===== src/rtl/mem_responder.sv =====
// Single-outstanding load/store responder in front of a synchronous single-port SRAM.
// Response pulse at accept+1 (error), +WAIT_STATES+2 (store), +WAIT_STATES+3 (load); req_ready low while busy.
module mem_responder #(
    parameter int DEPTH_WORDS = 1024,
    parameter int WAIT_STATES = 1,
    localparam int AW = $clog2(DEPTH_WORDS)
) (
    input  logic          clk,
    input  logic          reset,
    input  logic          req_valid,
    output logic          req_ready,
    input  logic          req_we,
    input  logic [31:0]   req_addr,
    input  logic [2:0]    req_funct3,
    input  logic [31:0]   req_wdata,
    output logic          rsp_valid,
    output logic [31:0]   rsp_rdata,
    output logic          rsp_err,
    output logic          sram_en,
    output logic [3:0]    sram_we,
    output logic [AW-1:0] sram_addr,
    output logic [31:0]   sram_wdata,
    input  logic [31:0]   sram_rdata
);

    typedef enum logic [2:0] {
        S_IDLE,
        S_WAIT,
        S_ACCESS,
        S_CAPTURE,
        S_RESP
    } state_e;

    localparam logic [3:0] WS = 4'(WAIT_STATES);

    state_e        state_q, state_d;
    logic          we_q, we_d;
    logic [AW+1:0] addr_q, addr_d;
    logic [2:0]    f3_q, f3_d;
    logic [31:0]   wdata_q, wdata_d;
    logic          err_q, err_d;
    logic [3:0]    cnt_q, cnt_d;
    logic [31:0]   rdata_q, rdata_d;

    logic          accept;
    logic          misaligned;
    logic          illegal_f3;
    logic          out_of_range;
    logic          req_err;
    logic [3:0]    lane_we;
    logic [31:0]   shifted;
    logic [31:0]   load_ext;

    assign accept = req_ready & req_valid;

    // Request checks are evaluated on the live port so the branch out of IDLE is decided at accept.
    always_comb begin
        misaligned   = ((req_funct3[1:0] == 2'b01) && req_addr[0]) ||
                       ((req_funct3[1:0] == 2'b10) && (req_addr[1:0] != 2'b00));
        out_of_range = ((req_addr >> (AW + 2)) != 32'd0);
        illegal_f3   = 1'b1;
        if (req_we) begin
            case (req_funct3)
                3'b000, 3'b001, 3'b010: illegal_f3 = 1'b0;
                default:                illegal_f3 = 1'b1;
            endcase
        end else begin
            case (req_funct3)
                3'b000, 3'b001, 3'b010, 3'b100, 3'b101: illegal_f3 = 1'b0;
                default:                                illegal_f3 = 1'b1;
            endcase
        end
        req_err = misaligned | illegal_f3 | out_of_range;
    end

    always_ff @(posedge clk) begin
        if (!reset) begin
            state_q <= S_IDLE;
        end else begin
            state_q <= state_d;
        end
    end

    always_comb begin
        state_d = state_q;
        case (state_q)
            S_IDLE: begin
                if (accept) begin
                    if (req_err) begin
                        state_d = S_RESP;
                    end else if (WAIT_STATES > 0) begin
                        state_d = S_WAIT;
                    end else begin
                        state_d = S_ACCESS;
                    end
                end
            end
            S_WAIT: begin
                if (cnt_q == 4'd1) begin
                    state_d = S_ACCESS;
                end
            end
            S_ACCESS:  state_d = we_q ? S_RESP : S_CAPTURE;
            S_CAPTURE: state_d = S_RESP;
            S_RESP:    state_d = S_IDLE;
            default:   state_d = S_IDLE;
        endcase
    end

    always_comb begin
        lane_we = 4'b0000;
        if (we_q) begin
            case (f3_q[1:0])
                2'b00:   lane_we = 4'b0001 << addr_q[1:0];
                2'b01:   lane_we = addr_q[1] ? 4'b1100 : 4'b0011;
                2'b10:   lane_we = 4'b1111;
                default: lane_we = 4'b0000;
            endcase
        end
    end

    // Reset gates every strobe combinationally so an in-flight store cannot land during reset.
    always_comb begin
        req_ready  = reset && (state_q == S_IDLE);
        rsp_valid  = reset && (state_q == S_RESP);
        rsp_err    = rsp_valid && err_q;
        sram_en    = reset && (state_q == S_ACCESS);
        sram_we    = sram_en ? lane_we : 4'b0000;
        sram_addr  = addr_q[AW+1:2];
        case (f3_q[1:0])
            2'b00:   sram_wdata = {4{wdata_q[7:0]}};
            2'b01:   sram_wdata = {2{wdata_q[15:0]}};
            default: sram_wdata = wdata_q;
        endcase
        rsp_rdata  = ((state_q == S_RESP) && (we_q || err_q)) ? 32'd0 : rdata_q;
    end

    always_comb begin
        shifted  = sram_rdata >> {addr_q[1:0], 3'b000};
        load_ext = shifted;
        case (f3_q)
            3'b000:  load_ext = {{24{shifted[7]}}, shifted[7:0]};
            3'b001:  load_ext = {{16{shifted[15]}}, shifted[15:0]};
            3'b100:  load_ext = {24'd0, shifted[7:0]};
            3'b101:  load_ext = {16'd0, shifted[15:0]};
            default: load_ext = shifted;
        endcase
    end

    always_comb begin
        we_d    = we_q;
        addr_d  = addr_q;
        f3_d    = f3_q;
        wdata_d = wdata_q;
        err_d   = err_q;
        cnt_d   = cnt_q;
        rdata_d = rdata_q;
        if (accept) begin
            we_d    = req_we;
            addr_d  = req_addr[AW+1:0];
            f3_d    = req_funct3;
            wdata_d = req_wdata;
            err_d   = req_err;
            cnt_d   = WS;
        end
        if (state_q == S_WAIT) begin
            cnt_d = cnt_q - 4'd1;
        end
        if (state_q == S_CAPTURE) begin
            rdata_d = load_ext;
        end
    end

    always_ff @(posedge clk) begin
        if (!reset) begin
            we_q    <= 1'b0;
            addr_q  <= '0;
            f3_q    <= 3'b000;
            wdata_q <= 32'd0;
            err_q   <= 1'b0;
            cnt_q   <= 4'd0;
            rdata_q <= 32'd0;
        end else begin
            we_q    <= we_d;
            addr_q  <= addr_d;
            f3_q    <= f3_d;
            wdata_q <= wdata_d;
            err_q   <= err_d;
            cnt_q   <= cnt_d;
            rdata_q <= rdata_d;
        end
    end

endmodule


===== config.mk =====
export PLATFORM = sky130hd
export DESIGN_NAME = mem_responder
export DESIGN_NICKNAME = d
export VERILOG_FILES = /design/src/rtl/mem_responder.sv
export SDC_FILE = /design/constraint.sdc
export NUM_CORES = 1
export LEC_CHECK = 0
export BUFFER_PORTS_ARGS = -buffer_cell sky130_fd_sc_hd__buf_4
export CORE_ASPECT_RATIO = 2
export CORE_MARGIN = 1
export CORE_UTILIZATION = 52
export DETAILED_ROUTE_END_ITERATION = 10
export MAX_ROUTING_LAYER = met4
export PLACE_DENSITY = 0.9
export SYNTH_ARGS = -nofsm -noshare
export SYNTH_HDL_FRONTEND = slang
export SYNTH_SLANG_ARGS = --single-unit

===== constraint.sdc =====
create_clock -name clk -period 4.8 [get_ports clk]
set_input_delay 0.24 -clock clk [delete_from_list [all_inputs] [get_ports clk]]
set_output_delay 0.24 -clock clk [all_outputs]
set_load 0.005 [all_outputs]

==> results list <==
* Worst slack at placement: 2.19 ns
* Final hold violations: 0
* Post-synthesis share of cell area spent on xor and xnor gates: less than 1%
* Worst-path clk slew: roughly 0.060 ns
- In this run, the number of DRC markers left after iteration 0 of detailed routing was 335.
- The first global-routing pass estimated 21.0 mm of wire.
- The die is between 60 and 70 microns wide.
* Pin count of the biggest net entering global routing: 90
* TritonCTS clock tree: built
- Initial antenna violation count: 0
- Kind of cell adding the most delay to the critical path: compound AO/OA/AOI/OAI gates
- In this run the static leakage power is 2.79 nW.
- In this run the power density over the cells is 291 nW/um^2.
- Worst-path fanout max: 17
- RSZ-0062 raised after global routing: false
* Clock insertion delay at the later pin of the skew report: 0.33 ns
- Part of the total power dissipated in sequential elements: 45.3%
* Remaining DRCs: 0
- In the final design database the tool counted 822 nets.
- The largest individual stage delay along the critical path comes from the cell sky130_fd_sc_hd__dfxtp_1.
- Port Buffers: 184
- Of the synthesized area, sequential elements account for 39.0%.
- Global routing finished with a remaining overflow of 0.
- Measured against the total synthesized area, the mux share comes to 11.8%.
* Total iterations of the first detailed-routing run: 6
- The number of global-route vias before repair is 4508.
- Setup violations remaining at the end of the flow were counted as 0.
* Starting utilization of the core area: 54.1%
- Based on the critical path, the design can be clocked at up to 420 MHz.
- Crit path largest cell delay: 0.83 ns
* Distinct cell type count of the synthesized netlist: 42
* Area of the die: 9090 sq um
* Min-delay worst type: in2reg
* Net load switching power: 465 uW
- Adder and majority cell fraction of the synthesized area: less than 1%
* Row count: 47
* CTS H-tree depth: 3
* Core outline area: 8350 sq um
* Startpoint class of the critical path: flip-flop
* All-Layer GR Usage: 31.3%
* Number of buffers and inverters on the critical path: 0
- Final GP Congestion: 1.01
- Run status: complete, no violations
* Wire length per cell after detailed routing: about 17 microns
- In this run the remaining antenna-violating nets after routing total 0.
- The critical path is of the reg2reg type.
* Worst endpoint data arrival time: 2.56 ns
- Synthesis-to-layout area growth: 33.2%
- The number of antenna diodes in the final layout is 0.
- Half-perimeter wire length after placement: approximately 10 mm
- Peak supply drop: 0.232 mV
- Total number of vias: 4778
- Proportion of power drawn by the clock network: 37.5%
- Final non-filler cell total: 820
- Most common cell after layout, fill and taps aside: sky130_fd_sc_hd__buf_4
- Part of the total power dissipated in combinational logic: 17.2%
- Clock buffers created by TritonCTS: 9
- The final layout contains routed wiring with a total length of 13.7 mm.
* CP Capture Type: flip-flop
- Final clock period utilization by the worst path: between 40 and 50%
- A synthesized cell averages 7.82 sq um.
* Actual transition at the worst max-transition pin: a little under 1 ns
* Total instance count after detailed placement: 804
- Setup total negative slack on the finished layout was measured at 0 ns.
* Post-synthesis register bit count: 88
- Commonest cells after routing, fill and taps aside: 190 x sky130_fd_sc_hd__buf_4, 152 x sky130_fd_sc_hd__nand2_1, 88 x sky130_fd_sc_hd__dfxtp_1
- Buffers added to address setup during post-CTS repair amount to 0.
- The clock drives 88 sinks.
- Once placement finished, the instance area stood at 5740 sq um.
- Number of max-slew violations in the final report: 0
- Walking the worst path, the cells encountered are mux4_2 -> a2bb2oi_1 -> a21oi_2 -> a21oi_1.
- Final standard cell area without fillers: ~6000 sq um
- Post-synth ARST share: 0%
- Of the cells placed in the final design, the portion with a size suffix greater than 1 is ~33%.
- In the routed layout, each cell is associated on average with a via count of 5.83.
- The tool flagged a number of max-cap violations equal to 0.
- No sink is reached through more buffers than the 2 on the longest clock path.
- Net switching is a little over a quarter of the power.
- The internal power of the cells totals 1.29 mW.
- I/O Pins: 185
- Number of resized instances in the post-cts repair step: 0
- Cell count after synthesis: 578
- Final Skew: 0.00646 ns
- Synthesized area: 4520 sq um
- Measured against its own limit, the worst slew margin works out to 34.8%.
- Hold-fix buffers at CTS: 0
- During synthesis, Yosys emitted a total of 0 warnings.
- Root Driver: sky130_fd_sc_hd__clkbuf_16
* Area fraction in compound gates after synthesis: 14.1%
* Number of enable-type register cells in the synthesized netlist: 0
* Worst endpoint required time: about 5 ns
* Clock period minus worst slack: 2.38 ns
* Worst Slack Setup Final: 2.42 ns
- Dominant combinational cell family by area after synthesis: simple AND/OR/NAND/NOR gates
* Synthesized-area fraction occupied by and/or/nand/nor cells: 26.7%
- Top flip-flop cell by instance count after synthesis: sky130_fd_sc_hd__dfxtp_1
- The number of nets handed over by synthesis was just under 700.
- Die Y: 134 microns
## logic make-up (layout without fill, tap and decap cells)
group,count (synthesis),count (layout)
muxes,49,49
xor gates and xnor gates,1,1
adders and majority gates,2,2
DFF,88,88
and+or+nand+nor,264,264
AOI/OAI and AO/OA,108,108
buffers and inverters,66,210
## per-stage QoR
stage / hold slack [ns] / total power, mW / utilization [%]
after floorplan: 0.339 / 0.963 / -
after global placement: 0.424 / 1.10 / 68.8
after detailed placement: 0.427 / 1.11 / 68.8
after CTS: 0.0745 / 1.76 / 72.1
after global routing: 0.0881 / 1.81 / 72.1
final: 0.0860 / 1.75 / 72.1
## routing by layer
layer / up-vias / part of all wire [%] / wire length [microns] / track usage [%]
li1: 2226 / - / - / -
met1: 2262 / 34 / 4700 / 30.7
met2: 248 / 55 / 7600 / 55.1
met3: 42 / 5.9 / 814 / 5.19
met4: 0 / 4.5 / 616 / 17.2
met5: - / 0 / 0 / -
## final timing paths
path / startpoint / to / slack, ns / cells past startpoint
max: addr_q[1]$_SDFFE_PN0P_ / rdata_q[24]$_SDFFE_PN0N_ / 2.42 / 4
min reg2reg: wdata_q[21]$_SDFFE_PN0P_ / wdata_q[21]$_SDFFE_PN0P_ / 0.46 / 2
min: req_wdata[28] / wdata_q[28]$_SDFFE_PN0P_ / 0.09 / 3
max reg2reg: addr_q[1]$_SDFFE_PN0P_ / rdata_q[24]$_SDFFE_PN0N_ / 2.42 / 4
## area by class of cell
| cell class | count | area, sq um |
|---|---|---|
| clock inverters | 6 | 42.5 |
| repair buffers | 190 | 1430 |
| fillers | 651 | 2330 |
| clock buffers | 10 | 239 |
| flip-flops and latches | 88 | 1760 |
| well taps | 98 | 123 |
| inverters | 4 | 15.0 |
| multi-input cells | 424 | 2420 |
## synth_stat cells, types with 2 or more instances
cell	n	area (sq um)
sky130_fd_sc_hd__nand2_1	152	571
sky130_fd_sc_hd__dfxtp_1	88	1760
sky130_fd_sc_hd__nand3_1	46	230
sky130_fd_sc_hd__o21ai_0	42	210
sky130_fd_sc_hd__and2_1	35	219
sky130_fd_sc_hd__a21oi_1	33	165
sky130_fd_sc_hd__mux2_2	24	270
sky130_fd_sc_hd__mux2i_1	24	240
sky130_fd_sc_hd__clkbuf_1	19	71.3
sky130_fd_sc_hd__buf_4	18	135
sky130_fd_sc_hd__buf_2	17	85.1
sky130_fd_sc_hd__a21boi_0	8	60.1
sky130_fd_sc_hd__o211ai_1	8	60.1
sky130_fd_sc_hd__o2bb2ai_1	8	70.1
sky130_fd_sc_hd__buf_1	7	26.3
sky130_fd_sc_hd__nor2_1	7	26.3
sky130_fd_sc_hd__nor4_1	6	37.5
sky130_fd_sc_hd__inv_1	4	15.0
sky130_fd_sc_hd__nor3_1	4	20.0
sky130_fd_sc_hd__nor2b_1	3	18.8
sky130_fd_sc_hd__ha_1	2	25.0
sky130_fd_sc_hd__nand2b_1	2	12.5
sky130_fd_sc_hd__nor3b_1	2	15.0
## tightest hold or removal path: stages
cell and delay (ns):
sky130_fd_sc_hd__buf_4 0.08, sky130_fd_sc_hd__nand2_1 0.04, sky130_fd_sc_hd__nand2_1 0.04
## power groups by stage
stage | clock [mW] | sequential (mW) | combinational [mW]
6_report | 0.656 | 0.794 | 0.301
5_1_grt | 0.688 | 0.797 | 0.325
4_1_cts | 0.663 | 0.793 | 0.299
3_5_place_dp | 0 | 0.809 | 0.298
3_3_place_gp | 0 | 0.807 | 0.289
2_1_floorplan | 0 | 0.795 | 0.168
## registers in the layout, summed over array words and instances, names as in the netlist
name / cells
cnt_q: 4
rdata_q: 32
state_q: 3
err_q: 1
wdata_q: 32
addr_q: 12
we_q: 1
f3_q: 3
(Power assumes the default switching activity.)
